### src/rtl/wash_sequencer.sv
// Washing-machine program sequencer: FILL/WASH/DRAIN/SPIN/DRY state machine with
// door-interlocked actuators and a single-slot status write-back to control memory.
module wash_sequencer #(
  parameter int FILL_TIMEOUT  = 20,
  parameter int DRAIN_TIMEOUT = 20,
  parameter int SPIN_TIME     = 6,
  parameter int DRY_TIME      = 10
) (
  input  logic       clk,
  input  logic       reset,
  input  logic       control_start,
  input  logic       control_drying,
  input  logic [1:0] control_preset,
  input  logic [7:0] washing_time,
  input  logic       tick,
  input  logic       door_closed,
  input  logic       water_full,
  input  logic       water_empty,
  input  logic       host_wr_req,
  output logic       wr_enb,
  output logic [1:0] wr_addr,
  output logic [7:0] wr_data,
  output logic       valve_in,
  output logic       pump_out,
  output logic       motor_on,
  output logic       motor_fast,
  output logic       heater_on,
  output logic       busy,
  output logic [2:0] state
);

  typedef enum logic [2:0] {
    S_IDLE   = 3'd0,
    S_FILL   = 3'd1,
    S_WASH   = 3'd2,
    S_DRAIN  = 3'd3,
    S_SPIN   = 3'd4,
    S_DRY    = 3'd5,
    S_FINISH = 3'd6,
    S_FAULT  = 3'd7
  } state_t;

  state_t     state_q, state_d;
  logic [7:0] timer_q, timer_d;
  logic       pass_q, pass_d;
  logic [1:0] fault_q, fault_d;
  logic       pend_valid_q, pend_valid_d;
  logic [1:0] pend_addr_q, pend_addr_d;
  logic [7:0] pend_data_q, pend_data_d;
  logic       running_s, paused_s, expired_s, issue_s;

  function automatic logic [7:0] entry_load(input state_t st, input logic [1:0] preset,
                                            input logic [7:0] wtime);
    logic [7:0] val;
    case (st)
      S_FILL:  val = 8'(FILL_TIMEOUT);
      S_WASH:  val = (preset == 2'b01) ? (wtime >> 1) : wtime;
      S_DRAIN: val = 8'(DRAIN_TIMEOUT);
      S_SPIN:  val = 8'(SPIN_TIME);
      S_DRY:   val = 8'(DRY_TIME);
      default: val = 8'd0;
    endcase
    return val;
  endfunction

  // States in which an open door freezes the program
  always_comb begin
    case (state_q)
      S_FILL, S_WASH, S_DRAIN, S_SPIN, S_DRY: running_s = 1'b1;
      default:                                running_s = 1'b0;
    endcase
  end

  assign paused_s  = running_s & ~door_closed;
  assign expired_s = (timer_q == 8'd0);
  // The host owns the memory port whenever it asks; reset suppresses any write-back.
  assign issue_s   = pend_valid_q & ~host_wr_req & ~reset;

  // Next state, timer, pass/fault flags and pending write slot
  always_comb begin
    state_d = state_q;
    pass_d  = pass_q;
    fault_d = fault_q;
    case (state_q)
      S_IDLE: begin
        if (control_start && door_closed) begin
          state_d = S_FILL;
          pass_d  = 1'b0;
        end else begin
          state_d = S_IDLE;
        end
      end
      S_FILL: begin
        if (paused_s) begin
          state_d = S_FILL;
        end else if (water_full) begin
          state_d = S_WASH;
        end else if (expired_s) begin
          state_d = S_FAULT;
          fault_d = 2'b01;
        end else begin
          state_d = S_FILL;
        end
      end
      S_WASH: begin
        if (!paused_s && expired_s) state_d = S_DRAIN;
        else                        state_d = S_WASH;
      end
      S_DRAIN: begin
        if (paused_s) begin
          state_d = S_DRAIN;
        end else if (water_empty) begin
          if (control_preset == 2'b11 && !pass_q) begin
            state_d = S_FILL;
            pass_d  = 1'b1;
          end else begin
            state_d = S_SPIN;
          end
        end else if (expired_s) begin
          state_d = S_FAULT;
          fault_d = 2'b10;
        end else begin
          state_d = S_DRAIN;
        end
      end
      S_SPIN: begin
        if (!paused_s && expired_s) state_d = control_drying ? S_DRY : S_FINISH;
        else                        state_d = S_SPIN;
      end
      S_DRY: begin
        if (!paused_s && expired_s) state_d = S_FINISH;
        else                        state_d = S_DRY;
      end
      S_FINISH: begin
        if (issue_s && pend_addr_q == 2'd0) state_d = S_IDLE;
        else                                state_d = S_FINISH;
      end
      S_FAULT: state_d = S_FAULT;
      default: state_d = S_FAULT;
    endcase

    if (state_d != state_q) begin
      timer_d = entry_load(state_d, control_preset, washing_time);
    end else if (!paused_s && tick && !expired_s) begin
      timer_d = timer_q - 8'd1;
    end else begin
      timer_d = timer_q;
    end

    // A fresh status write always replaces whatever is still waiting in the slot;
    // in FINISH the start-clear write follows once the status write has gone out.
    pend_valid_d = pend_valid_q;
    pend_addr_d  = pend_addr_q;
    pend_data_d  = pend_data_q;
    if (state_d != state_q) begin
      pend_valid_d = 1'b1;
      pend_addr_d  = 2'd3;
      pend_data_d  = {fault_d, 1'b0, pass_d, 1'b0, state_d};
    end else if (state_q == S_FINISH && issue_s && pend_addr_q == 2'd3) begin
      pend_valid_d = 1'b1;
      pend_addr_d  = 2'd0;
      pend_data_d  = {6'b000000, control_drying, 1'b0};
    end else if (issue_s) begin
      pend_valid_d = 1'b0;
    end else begin
      pend_valid_d = pend_valid_q;
    end
  end

  // Controller state registers
  always_ff @(posedge clk) begin
    if (reset) begin
      state_q      <= S_IDLE;
      timer_q      <= 8'd0;
      pass_q       <= 1'b0;
      fault_q      <= 2'b00;
      pend_valid_q <= 1'b0;
      pend_addr_q  <= 2'd0;
      pend_data_q  <= 8'd0;
    end else begin
      state_q      <= state_d;
      timer_q      <= timer_d;
      pass_q       <= pass_d;
      fault_q      <= fault_d;
      pend_valid_q <= pend_valid_d;
      pend_addr_q  <= pend_addr_d;
      pend_data_q  <= pend_data_d;
    end
  end

  // Actuator decode, forced off whenever the door is open
  always_comb begin
    valve_in   = 1'b0;
    pump_out   = 1'b0;
    motor_on   = 1'b0;
    motor_fast = 1'b0;
    heater_on  = 1'b0;
    if (door_closed) begin
      case (state_q)
        S_FILL:  valve_in = 1'b1;
        S_WASH: begin
          motor_on  = 1'b1;
          heater_on = (control_preset == 2'b10);
        end
        S_DRAIN: pump_out = 1'b1;
        S_SPIN: begin
          motor_on   = 1'b1;
          motor_fast = 1'b1;
          pump_out   = 1'b1;
        end
        S_DRY: begin
          motor_on  = 1'b1;
          heater_on = 1'b1;
        end
        default: valve_in = 1'b0;
      endcase
    end else begin
      valve_in = 1'b0;
    end
  end

  assign wr_enb  = issue_s;
  assign wr_addr = pend_addr_q;
  assign wr_data = pend_data_q;
  assign busy    = (state_q != S_IDLE);
  assign state   = state_q;

endmodule
### config.mk
export PLATFORM = sky130hd
export DESIGN_NAME = wash_sequencer
export DESIGN_NICKNAME = d
export VERILOG_FILES = /design/src/rtl/wash_sequencer.sv
export SDC_FILE = /design/constraint.sdc
export NUM_CORES = 1
export LEC_CHECK = 0
export CORE_ASPECT_RATIO = 1.1
export CORE_MARGIN = 3
export CORE_UTILIZATION = 44
export DETAILED_ROUTE_END_ITERATION = 8
export MAX_ROUTING_LAYER = met4
export PLACE_DENSITY = 0.73
export RECOVER_POWER = 100
export SLEW_MARGIN = 25
export SYNTH_ARGS = -nofsm -noshare
export SYNTH_HDL_FRONTEND = slang
export SYNTH_SLANG_ARGS = --single-unit
### constraint.sdc
create_clock -name clk -period 2.4 [get_ports clk]
set_input_delay 0.48 -clock clk [delete_from_list [all_inputs] [get_ports clk]]
set_output_delay 0.48 -clock clk [all_outputs]
set_load 0.01 [all_outputs]
==> metrics.txt <==
# TYPE chip_impl_metric gauge
chip_impl_metric{name="yosysTopAreaCellShare",unit="%"} 27.8
chip_impl_info{name="outcome",value="finished, final reports clean"} 1
chip_impl_metric{name="grt_start_max_net_pins",unit=""} 21
chip_impl_metric{name="synth-warning-count",unit=""} 0
chip_impl_metric{name="switching_fraction",unit="%"} 41.3
chip_impl_metric{name="p_per_area",unit="nW/um2"} 888
chip_impl_metric{name="antenna_found_initial",unit=""} 0
chip_impl_metric{name="clock-skew-final",unit="ps"} 2.15
chip_impl_metric{name="cts-hold-fix-buffers",unit=""} 0
chip_impl_info{name="synth_top_flop_cell",value="dfxtp_1"} 1
chip_impl_metric{name="synth.lib_cells_used.distinct",unit=""} 55
chip_impl_metric{name="critPathRequiredTime",unit="ps"} 2630
chip_impl_metric{name="timing.reg2reg.worst_path_depth",unit=""} 6
chip_impl_metric{name="total_power",unit="mW"} 2.22
chip_impl_metric{name="area_growth",unit="%"} 57.3
chip_impl_metric{name="cellLeakagePower",unit="nW"} 1.05
chip_impl_metric{name="period_share",unit="%"} 97.7
chip_impl_metric{name="hold_violations",unit=""} 0
chip_impl_metric{name="vias_per_cell",unit=""} 5.84
chip_impl_metric{name="ctsLongestPathBuffers",unit=""} 2
chip_impl_metric{name="number_of_flops_mapped_to_enable_cells_by_yosys",unit=""} 0
chip_impl_metric{name="ir_drop",unit="V"} 0.000702
chip_impl_metric{name="syn-cell-area",unit="um2"} 1590
chip_impl_metric{name="wl",unit="um"} 5360
chip_impl_metric{name="hpwlAfterDp",unit="um"} 4160
chip_impl_metric{name="die-area",unit="um2"} 4360
chip_impl_metric{name="fraction_of_power_consumed_by_combinational_cells",unit="%"} 64.9
chip_impl_metric{name="place_congestion",unit=""} 0.883
chip_impl_info{name="area_contributors_post_synth",value="dfxtp_1, mux2_2, nand2_1"} 1
chip_impl_metric{name="placement.setup.worst_slack",unit="ps"} -502
chip_impl_info{name="synth_top_area_cell",value="dfxtp_1"} 1
chip_impl_metric{name="drt.antenna.violating_nets",unit=""} 0
chip_impl_metric{name="grt_use_total",unit="%"} 25.3
chip_impl_metric{name="flop_pwr_share",unit="%"} 25.6
chip_impl_metric{name="grt_first_pass_wirelength",unit="um"} 8420
chip_impl_metric{name="finish.utilization",unit="%"} 73.7
chip_impl_info{name="most-common-layout-cells",value="buf_4, dfxtp_1, clkdlybuf4s50_1, nand2_1, nor3_1"} 1
chip_impl_info{name="holdCritStartpoint",value="wr_data[4]"} 1
chip_impl_metric{name="report.final.slew_viol_count",unit=""} 0
chip_impl_metric{name="drt-pass1-iter-count",unit=""} 4
chip_impl_metric{name="floorplan.die.height",unit="um"} 69.0
chip_impl_metric{name="multi_input_combinational_cell_area",unit="um2"} 1190
chip_impl_metric{name="via_count",unit=""} 1870
chip_impl_metric{name="worst_setup_hold_path_clk_slew",unit="ps"} 120
chip_impl_metric{name="timing.max_cap.violations",unit=""} 0
chip_impl_metric{name="gr-total-overflow",unit=""} 0
chip_impl_metric{name="core-area",unit="um2"} 3390
chip_impl_metric{name="cts_htree_levels",unit=""} 1
chip_impl_metric{name="critPathMaxFanout",unit=""} 7
chip_impl_metric{name="intPower",unit="mW"} 1.30
chip_impl_metric{name="synth_seq_cells",unit=""} 22
chip_impl_metric{name="cts_made_buffers",unit=""} 3
chip_impl_info{name="worst-setup-path-type",value="input port to register"} 1
chip_impl_metric{name="final.min_clock_period",unit="ps"} 2340
chip_impl_metric{name="port-buffer-count",unit=""} 36
chip_impl_metric{name="upper_clock_frequency_limit",unit="MHz"} 427
chip_impl_metric{name="design.final.nets",unit=""} 293
chip_impl_metric{name="cp_data_arrival_time",unit="ps"} 2570
chip_impl_metric{name="setup_viol",unit=""} 0
chip_impl_info{name="worstSetupEndpointType",value="register"} 1
chip_impl_metric{name="hold-worst-slack",unit="ps"} 485
chip_impl_metric{name="worst_slack",unit="ps"} 56.0
chip_impl_info{name="reg2reg_from",value="timer_q[4]"} 1
chip_impl_info{name="unrepaired_setup_endpoints_after_global_routing",value="false"} 1
chip_impl_info{name="cts_tree",value="yes"} 1
chip_impl_metric{name="syn_inst",unit=""} 195
chip_impl_metric{name="seqCellArea",unit="um2"} 445
chip_impl_metric{name="route.detailed.wl_per_inst",unit="um"} 16.7
chip_impl_metric{name="post_route_cells_drive_above_1_share",unit="%"} 35.3
chip_impl_metric{name="clkSinkCount",unit=""} 22
chip_impl_info{name="r2r_end",value="timer_q[2]"} 1
chip_impl_metric{name="first_global_vias",unit=""} 1770
chip_impl_metric{name="power.clock.fraction",unit="%"} 9.5
chip_impl_metric{name="number_of_drc_markers_after_the_initial_detailed_route_iteration",unit=""} 126
chip_impl_info{name="holdPathEnd",value="wr_data[4]"} 1
chip_impl_info{name="cts_root_buf",value="clkbuf_4"} 1
chip_impl_metric{name="initial_utilization",unit="%"} 46.9
chip_impl_metric{name="diodes",unit=""} 0
chip_impl_metric{name="placement_rows",unit=""} 22
chip_impl_metric{name="p_switching",unit="mW"} 0.916
chip_impl_metric{name="final-instance-count-excl-fill",unit=""} 320
chip_impl_metric{name="clkLatencyLatePin",unit="ps"} 310
chip_impl_metric{name="io_pins",unit=""} 39
chip_impl_metric{name="setup.reg_to_reg.worst_slack",unit="ps"} 100
chip_impl_metric{name="synthesis.area_per_instance",unit="um2"} 8.14
chip_impl_metric{name="yosysSeqAreaShare",unit="%"} 27.8
chip_impl_metric{name="fillers",unit=""} 289
chip_impl_metric{name="async_reset_ff_share",unit="%"} 0
chip_impl_metric{name="floorplan.die.width",unit="um"} 63.3
chip_impl_metric{name="post-place-cells",unit=""} 314
chip_impl_metric{name="worstHoldPathCells",unit=""} 2
chip_impl_info{name="mostFrequentLayoutCell",value="buf_4"} 1
chip_impl_info{name="min_path_type",value="register to register"} 1
chip_impl_info{name="element_type_at_the_critical_path_start",value="input port"} 1
chip_impl_metric{name="drc",unit=""} 0
-- final cells by class --
cell class / instances / area share (%)
multi-input cells: 154 / 47.8
well taps: 48 / 2.41
repair buffers: 86 / 29.6
clock buffers: 4 / 1.45
flip-flops and latches: 22 / 17.8
inverters: 6 / 0.902
-- worst max path at each step --
| stage | from | endpoint | slack (ps) | cells past startpoint |
|---|---|---|---|---|
| after floorplan | host_wr_req | timer_q[3] | 30 | 6 |
| after global placement | host_wr_req | timer_q[2] | -440 | 7 |
| after detailed placement | host_wr_req | timer_q[2] | -500 | 7 |
| after CTS | door_closed | timer_q[1] | 1 | 9 |
| after global routing | water_empty | timer_q[4] | 5 | 9 |
| final | water_empty | timer_q[3] | 60 | 8 |
-- power by group through the flow --
stage / Clock [mW] / Combinational (mW) / Sequential (mW)
3_5_place_dp: 0 / 1.25 / 0.549
5_1_grt: 0.222 / 1.55 / 0.582
4_1_cts: 0.213 / 1.38 / 0.567
2_1_floorplan: 0 / 0.701 / 0.541
6_report: 0.211 / 1.44 / 0.567
3_3_place_gp: 0 / 1.22 / 0.544
-- synthesized netlist by cell type, types with 2 or more instances --
cell type / n
mux2_2: 8
and2_2: 2
xnor2_1: 3
a21o_1: 3
buf_2: 3
a311oi_1: 2
or3b_2: 2
xor2_1: 4
a21oi_1: 9
or3_1: 2
nand4_1: 3
a211o_1: 2
o21a_1: 2
nor3_1: 11
inv_1: 6
nor4_2: 2
nor2_1: 9
or3_4: 2
nand3b_1: 3
a221oi_1: 4
nor4_1: 4
a22oi_1: 5
or4_1: 3
dfxtp_1: 22
and2_1: 3
o21ai_0: 7
nand4b_1: 2
buf_4: 3
nand2b_1: 5
clkbuf_1: 7
a211oi_1: 5
nand2_1: 18
nand3_1: 7
-- flip-flops by register name (all words and copies together), names as in the netlist --
signal        flops
pend_valid_q      1
pass_q            1
state             3
fault_q           2
wr_addr           1
timer_q           8
wr_data           6
-- metal layers --
layer / GRT usage, % / wire, um
met5: - / 0
met4: 7.55 / 136
met3: 2.59 / 316
met2: 47.7 / 2830
met1: 28.9 / 2080
-- what timing repair did --
| action | 4_1_cts | 5_1_grt |
|---|---|---|
| setup endpoints to repair | 21 | 13 |
| buffers inserted | 1 | 1 |
| resized for setup | 30 | 18 |
| gates cloned | 0 | 0 |
| pin swaps | 8 | 10 |
-- kinds of logic (layout without fill, tap and decap cells) --
kind of cell | after synthesis | count (layout) | share of synthesized area [%]
and+or+nand+nor | 85 | 85 | 32.5
AOI/OAI and AO/OA | 50 | 50 | 22.9
DFF | 22 | 22 | 27.8
buffers and inverters | 20 | 96 | 5.68
muxes | 9 | 9 | 6.31
xor gates and xnor gates | 7 | 7 | 3.86
adders and majority gates | 1 | 1 | 0.789
other | 1 | 2 | 0.236
-- critical path: stages --
cell	delay, ps
clkdlybuf4s50_1	500
nand2_1	80
o311a_1	360
or3_4	350
nor4b_2	330
buf_6	180
a22oi_2	60
a221oi_1	240
-- stage by stage --
stage,cell area [um2],setup TNS (ps)
after global routing,2500,0
after floorplan,1590,0
final,2500,0
after global placement,2300,-6110
after detailed placement,2300,-6980
after CTS,2440,0
No activity file was read; power rests on OpenSTA's default activity.
